File: src/rtl/id_rr_pkg.sv
// Shared widths and payload layout for the ID->RR pipeline register.
// Optional performance counters in the top are enabled with ID_RR_PR_PERF_CNT_EN.
package id_rr_pkg;

  localparam int PC_W   = 32;
  localparam int CTRL_W = 7;
  localparam int IDX_W  = 3;
  localparam int IMM_W  = 32;
  localparam int LEN_W  = 3;

  typedef struct packed {
    logic [PC_W-1:0]   pc;
    logic [CTRL_W-1:0] ctrl;
    logic [IDX_W-1:0]  src1;
    logic [IDX_W-1:0]  src2;
    logic [IMM_W-1:0]  imm;
    logic [LEN_W-1:0]  len;
    logic              valid;
  } id_rr_payload_t;

  localparam int PAYLOAD_W = $bits(id_rr_payload_t);

  // A bubble is an all-zero slot, so valid is cleared along with the payload.
  localparam id_rr_payload_t ID_RR_BUBBLE = '0;

endpackage

File: src/rtl/id_rr_pipe_reg_field_reg.sv
// Generic W-bit pipeline flop with synchronous clear and hold.
// Clear has priority over hold, so a flush during a stall still yields a bubble.
module pipe_field_reg #(
  parameter int W = 8
) (
  input  logic         clk,
  input  logic         clr,
  input  logic         hold,
  input  logic [W-1:0] d_in,
  output logic [W-1:0] q_out
);

  logic [W-1:0] data_d;
  logic [W-1:0] data_q;

  always_comb begin
    data_d = d_in;
    if (clr) begin
      data_d = '0;
    end else if (hold) begin
      data_d = data_q;
    end
  end

  always_ff @(posedge clk) begin
    data_q <= data_d;
  end

  assign q_out = data_q;

endmodule

File: src/rtl/id_rr_pipe_reg.sv
// ID->RR pipeline register: one-cycle registered payload with stall (hold) and flush (bubble).
// Define ID_RR_PR_PERF_CNT_EN to add stall_cycles_out / flush_count_out counters.
module id_rr_pipe_reg
  import id_rr_pkg::*;
(
  input  logic              clk,
  input  logic              rst,
  input  logic              stall,
  input  logic              flush,
  input  logic [LEN_W-1:0]  instr_length_in,
  input  logic [PC_W-1:0]   pc_in,
  input  logic [CTRL_W-1:0] ctrl_in,
  input  logic [IDX_W-1:0]  src1_idx_in,
  input  logic [IDX_W-1:0]  src2_idx_in,
  input  logic [IMM_W-1:0]  imm_in,
  input  logic              valid_in,
`ifdef ID_RR_PR_PERF_CNT_EN
  output logic [31:0]       stall_cycles_out,
  output logic [31:0]       flush_count_out,
`endif
  output logic [PC_W-1:0]   pc_out,
  output logic [CTRL_W-1:0] ctrl_out,
  output logic [IDX_W-1:0]  src1_idx_out,
  output logic [IDX_W-1:0]  src2_idx_out,
  output logic [IMM_W-1:0]  imm_out,
  output logic [LEN_W-1:0]  instr_length_out,
  output logic              valid_out,
  output logic [IDX_W-1:0]  dst_idx
);

  id_rr_payload_t payload_in;
  id_rr_payload_t payload_out;
  logic [PAYLOAD_W-1:0] payload_bits;

  always_comb begin
    payload_in       = ID_RR_BUBBLE;
    payload_in.pc    = pc_in;
    payload_in.ctrl  = ctrl_in;
    payload_in.src1  = src1_idx_in;
    payload_in.src2  = src2_idx_in;
    payload_in.imm   = imm_in;
    payload_in.len   = instr_length_in;
    payload_in.valid = valid_in;
  end

  pipe_field_reg #(
    .W (PAYLOAD_W)
  ) u_payload_reg (
    .clk   (clk),
    .clr   (rst | flush),
    .hold  (stall),
    .d_in  (payload_in),
    .q_out (payload_bits)
  );

  assign payload_out      = id_rr_payload_t'(payload_bits);
  assign pc_out           = payload_out.pc;
  assign ctrl_out         = payload_out.ctrl;
  assign src1_idx_out     = payload_out.src1;
  assign src2_idx_out     = payload_out.src2;
  assign imm_out          = payload_out.imm;
  assign instr_length_out = payload_out.len;
  assign valid_out        = payload_out.valid;

  // Two-operand ISA: the destination is always the first source.
  assign dst_idx          = payload_out.src1;

`ifdef ID_RR_PR_PERF_CNT_EN
  logic [31:0] stall_cycles_d;
  logic [31:0] stall_cycles_q;
  logic [31:0] flush_count_d;
  logic [31:0] flush_count_q;

  // A flushed edge is not a stalled edge, matching the payload priority.
  always_comb begin
    stall_cycles_d = stall_cycles_q;
    flush_count_d  = flush_count_q;
    if (rst) begin
      stall_cycles_d = '0;
      flush_count_d  = '0;
    end else if (flush) begin
      flush_count_d  = flush_count_q + 32'd1;
    end else if (stall) begin
      stall_cycles_d = stall_cycles_q + 32'd1;
    end
  end

  always_ff @(posedge clk) begin
    stall_cycles_q <= stall_cycles_d;
    flush_count_q  <= flush_count_d;
  end

  assign stall_cycles_out = stall_cycles_q;
  assign flush_count_out  = flush_count_q;
`endif

endmodule

File: config.mk
export PLATFORM = sky130hd
export DESIGN_NAME = id_rr_pipe_reg
export DESIGN_NICKNAME = d
export VERILOG_FILES = /design/src/rtl/id_rr_pkg.sv /design/src/rtl/id_rr_pipe_reg_field_reg.sv /design/src/rtl/id_rr_pipe_reg.sv
export SDC_FILE = /design/constraint.sdc
export NUM_CORES = 1
export LEC_CHECK = 0
export CAP_MARGIN = 20
export CORE_ASPECT_RATIO = 0.6
export CORE_MARGIN = 1.5
export CORE_UTILIZATION = 41
export CTS_CLUSTER_DIAMETER = 120
export DETAILED_ROUTE_END_ITERATION = 10
export HOLD_SLACK_MARGIN = 0.05
export PLACE_DENSITY = 0.86
export SKIP_CTS_REPAIR_TIMING = 1
export SLEW_MARGIN = 25
export SYNTH_ARGS = -nofsm -noshare
export SYNTH_HDL_FRONTEND = slang
export SYNTH_HIERARCHICAL = 1
export SYNTH_SLANG_ARGS = --single-unit
export TNS_END_PERCENT = 20
File: constraint.sdc
create_clock -name clk -period 2.35 [get_ports clk]
set_input_delay 0.3525 -clock clk [delete_from_list [all_inputs] [get_ports clk]]
set_output_delay 0.3525 -clock clk [all_outputs]
set_load 0.1 [all_outputs]
==> flow_summary_export.csv <==
group,metric,value,unit
global_routing,met3_usage,6.818,%
global_routing,track_usage,18.84,%
timing,setup_viol,0,
floorplan,start_util,43.17,%
floorplan,dieArea,0.007683,mm^2
cts,cts_buffer_depth,2,
logic_synthesis,synth_cell_type_count,10,
worst_setup_path,reg2reg_depth,2,
timing,fin_crit,1.422,ns
pwr,p_seq_share,37.9,%
timing,max_clock_freq,703.1,MHz
final_layout,multi_input_area,0.001121,mm^2
placement,io_buffers,168,
detailed_routing,drcViolationCount,12,
min_path,whs_endpoint,"u_payload_reg/q_out[17]$_SDFFE_PP0N_",
final_layout,fin_cells,518,
timing,final_hold_viol_count,0,
detailed_routing,vias_per_cell,4.554,
detailed_routing,drt_wl_total,7530,um
timing,relSlewSlack,61.72,%
global_routing,met1_usage,22.88,%
detailed_routing,drtPass1Iterations,9,
final_layout,layout_commonest_cell,"buf_4",
cts,cts_tree,"yes",
cts,htreeDepth,3,
detailed_routing,vias,2359,
worst_setup_path,critPathLaunch,"rst",
min_path,holdPathStages,2,
final_layout,nFillCells,516,
final_layout,drive_above_1_share,24.36,%
worst_setup_path,cp.required,2.56,ns
final_layout,area_growth,61.42,%
pwr,p_comb_share,19.0,%
worst_setup_path,r2r-end,"u_payload_reg/q_out[43]$_SDFFE_PP0N_",
pwr,ir_drop,0.0004241,V
global_routing,met2_usage,31.29,%
cts,insertion_delay,0.32,ns
placement,gp_congestion,0.7324,
min_path,holdCritPathClass,"flip-flop to flip-flop",
detailed_routing,postRouteAntennaNets,0,
worst_setup_path,r2r_slack,1.70,ns
detailed_routing,drtIter0Drc,153,
logic_synthesis,synth_seq_cells,81,
cts,clock_sinks,81,
worst_setup_path,timing.rr.start,"u_payload_reg/q_out[43]$_SDFFE_PP0N_",
run_status,outcome,"finished with violations",
worst_setup_path,crit_path_end_kind,"flip-flop",
timing,grt_setup_unrepaired,"false",
worst_setup_path,worst-path-max-fanout,25,
final_layout,fin_nets,511,
floorplan,io_pins,169,
timing,slew_viol_final,0,
pwr,clkPwrFrac,43.1,%
pwr,p_switching,1.016,mW
logic_synthesis,synth_cells,265,
placement,dp_hpwl,5412,um
timing,clock_skew,0,ns
final_layout,largest_reg_flops,81,
cts,cts_made_buffers,9,
cts,cts_root_buf,"clkbuf_16",
worst_setup_path,critPathArrivalTime,1.64,ns
worst_setup_path,timing_worst_setup_path_type,"primary input to flip-flop",
placement,place_inst,502,
floorplan,dieWidth,112.2,um
pwr,power_leakage,2.224,nW
final_layout,regArea,0.001622,mm^2
floorplan,rows,23,
pwr,p_per_area,806.1,mW/mm^2
run_status,violations,"design-rule violations",
pwr,swShare,26.64,%
global_routing,grt_pass1_vias,2341,
global_routing,grt_overflow,0,
detailed_routing,drt-wirelength-per-cell,14.54,um
logic_synthesis,syn_avg_cell_area,11.06,um^2
timing,period_share,60.52,%
logic_synthesis,yosysSeqAreaShare,55.31,%
pwr,internal_power,2.798,mW
worst_setup_path,critPathLaunchType,"primary input",
final_layout,mostFrequentLayoutCells,"buf_4, clkdlybuf4s50_1, mux2i_1, nor2_1, dfxtp_1",
logic_synthesis,yosysWarnings,6,
global_routing,antenna_found_initial,0,
timing,worst_slew_pin_slew,0.5741,ns
cts,clk_pin_slew,0.06,ns
floorplan,dieHeight,68.50,um
logic_synthesis,syn_nets,350,
floorplan,core,0.006792,mm^2
final_layout,antenna_cells,0,
global_routing,grt_pass1_wl,11050,um
logic_synthesis,synth_area,0.002932,mm^2
min_path,hold_start,"u_payload_reg/q_out[17]$_SDFFE_PP0N_",
global_routing,grt-busiest-layer,"met2",
global_routing,grt_max_degree,82,
timing,tns,0,ns
job,drv_cap,0,
==> layout make-up <==
class                           instances  area share [%]
Sequential cell                        81           34.27
Clock buffer                           12           5.632
Tap cell                               87           2.300
Timing Repair Buffer                  171           32.05
Multi-Input combinational cell        163           23.69
Clock inverter                          4           2.062
==> logic make-up after synthesis <==
family | after synthesis | share of synthesized area (%)
AND/OR/NAND/NOR | 82 | 10.58
multiplexers | 81 | 27.66
flip-flops | 81 | 55.31
buffers and inverters | 21 | 6.444
==> cells in the mapped netlist <==
cell type,instances,area (um^2)
dfxtp_1,81,1622
mux2i_1,81,810.8
nor2_1,81,304.0
buf_8,8,120.1
buf_1,4,15.01
clkbuf_1,4,15.01
buf_4,3,22.52
buf_6,1,11.26
clkbuf_2,1,5.000
or2_1,1,6.260
==> per-stage QoR <==
step                      hold slack, ns  setup slack, ns  instance area (um^2)  util [%]  power [mW]
after floorplan                   0.4964           0.6244                  2932         -       1.975
after global placement            0.4754           0.6193                  4368     64.31       2.190
after detailed placement          0.4867           0.5742                  4368     64.31       2.200
after CTS                         0.5018           0.9151                  4732     69.68       3.856
after global routing              0.5263           0.8490                  4732     69.68       3.948
final                             0.4952           0.9278                  4732     69.68       3.814
==> power groups by stage <==
stage          registers, mW  clock network (mW)  logic [mW]
2_1_floorplan           1.80                   0       0.178
3_5_place_dp            1.47                   0       0.726
5_1_grt                 1.45                1.75       0.752
4_1_cts                 1.45                1.68       0.728
6_report                1.45                1.64       0.725
3_3_place_gp            1.47                   0       0.718
==> critical path, cell delays in order <==
cell and delay, ns:
clkdlybuf4s50_1 0.45, or2_2 0.43, buf_4 0.31, nor2_1 0.08
==> worst max path at each step <==
stage                                                 to  slack [ns]  cells after the start
global route         u_payload_reg/q_out[9]$_SDFFE_PP0N_        0.85                      4
floorplan                                src1_idx_out[0]        0.62                      1
CTS                  u_payload_reg/q_out[9]$_SDFFE_PP0N_        0.92                      4
detailed placement   u_payload_reg/q_out[9]$_SDFFE_PP0N_        0.57                      4
global placement    u_payload_reg/q_out[29]$_SDFFE_PP0N_        0.62                      4
finish               u_payload_reg/q_out[9]$_SDFFE_PP0N_        0.93                      4
==> routing by layer <==
metal / vias to the layer above / routed length [um]
met5: - / 0
met1: 1061 / 3368
li1: 1188 / -
met2: 103 / 3476
met4: 0 / 78
met3: 7 / 607
(Power assumes the default switching activity.)
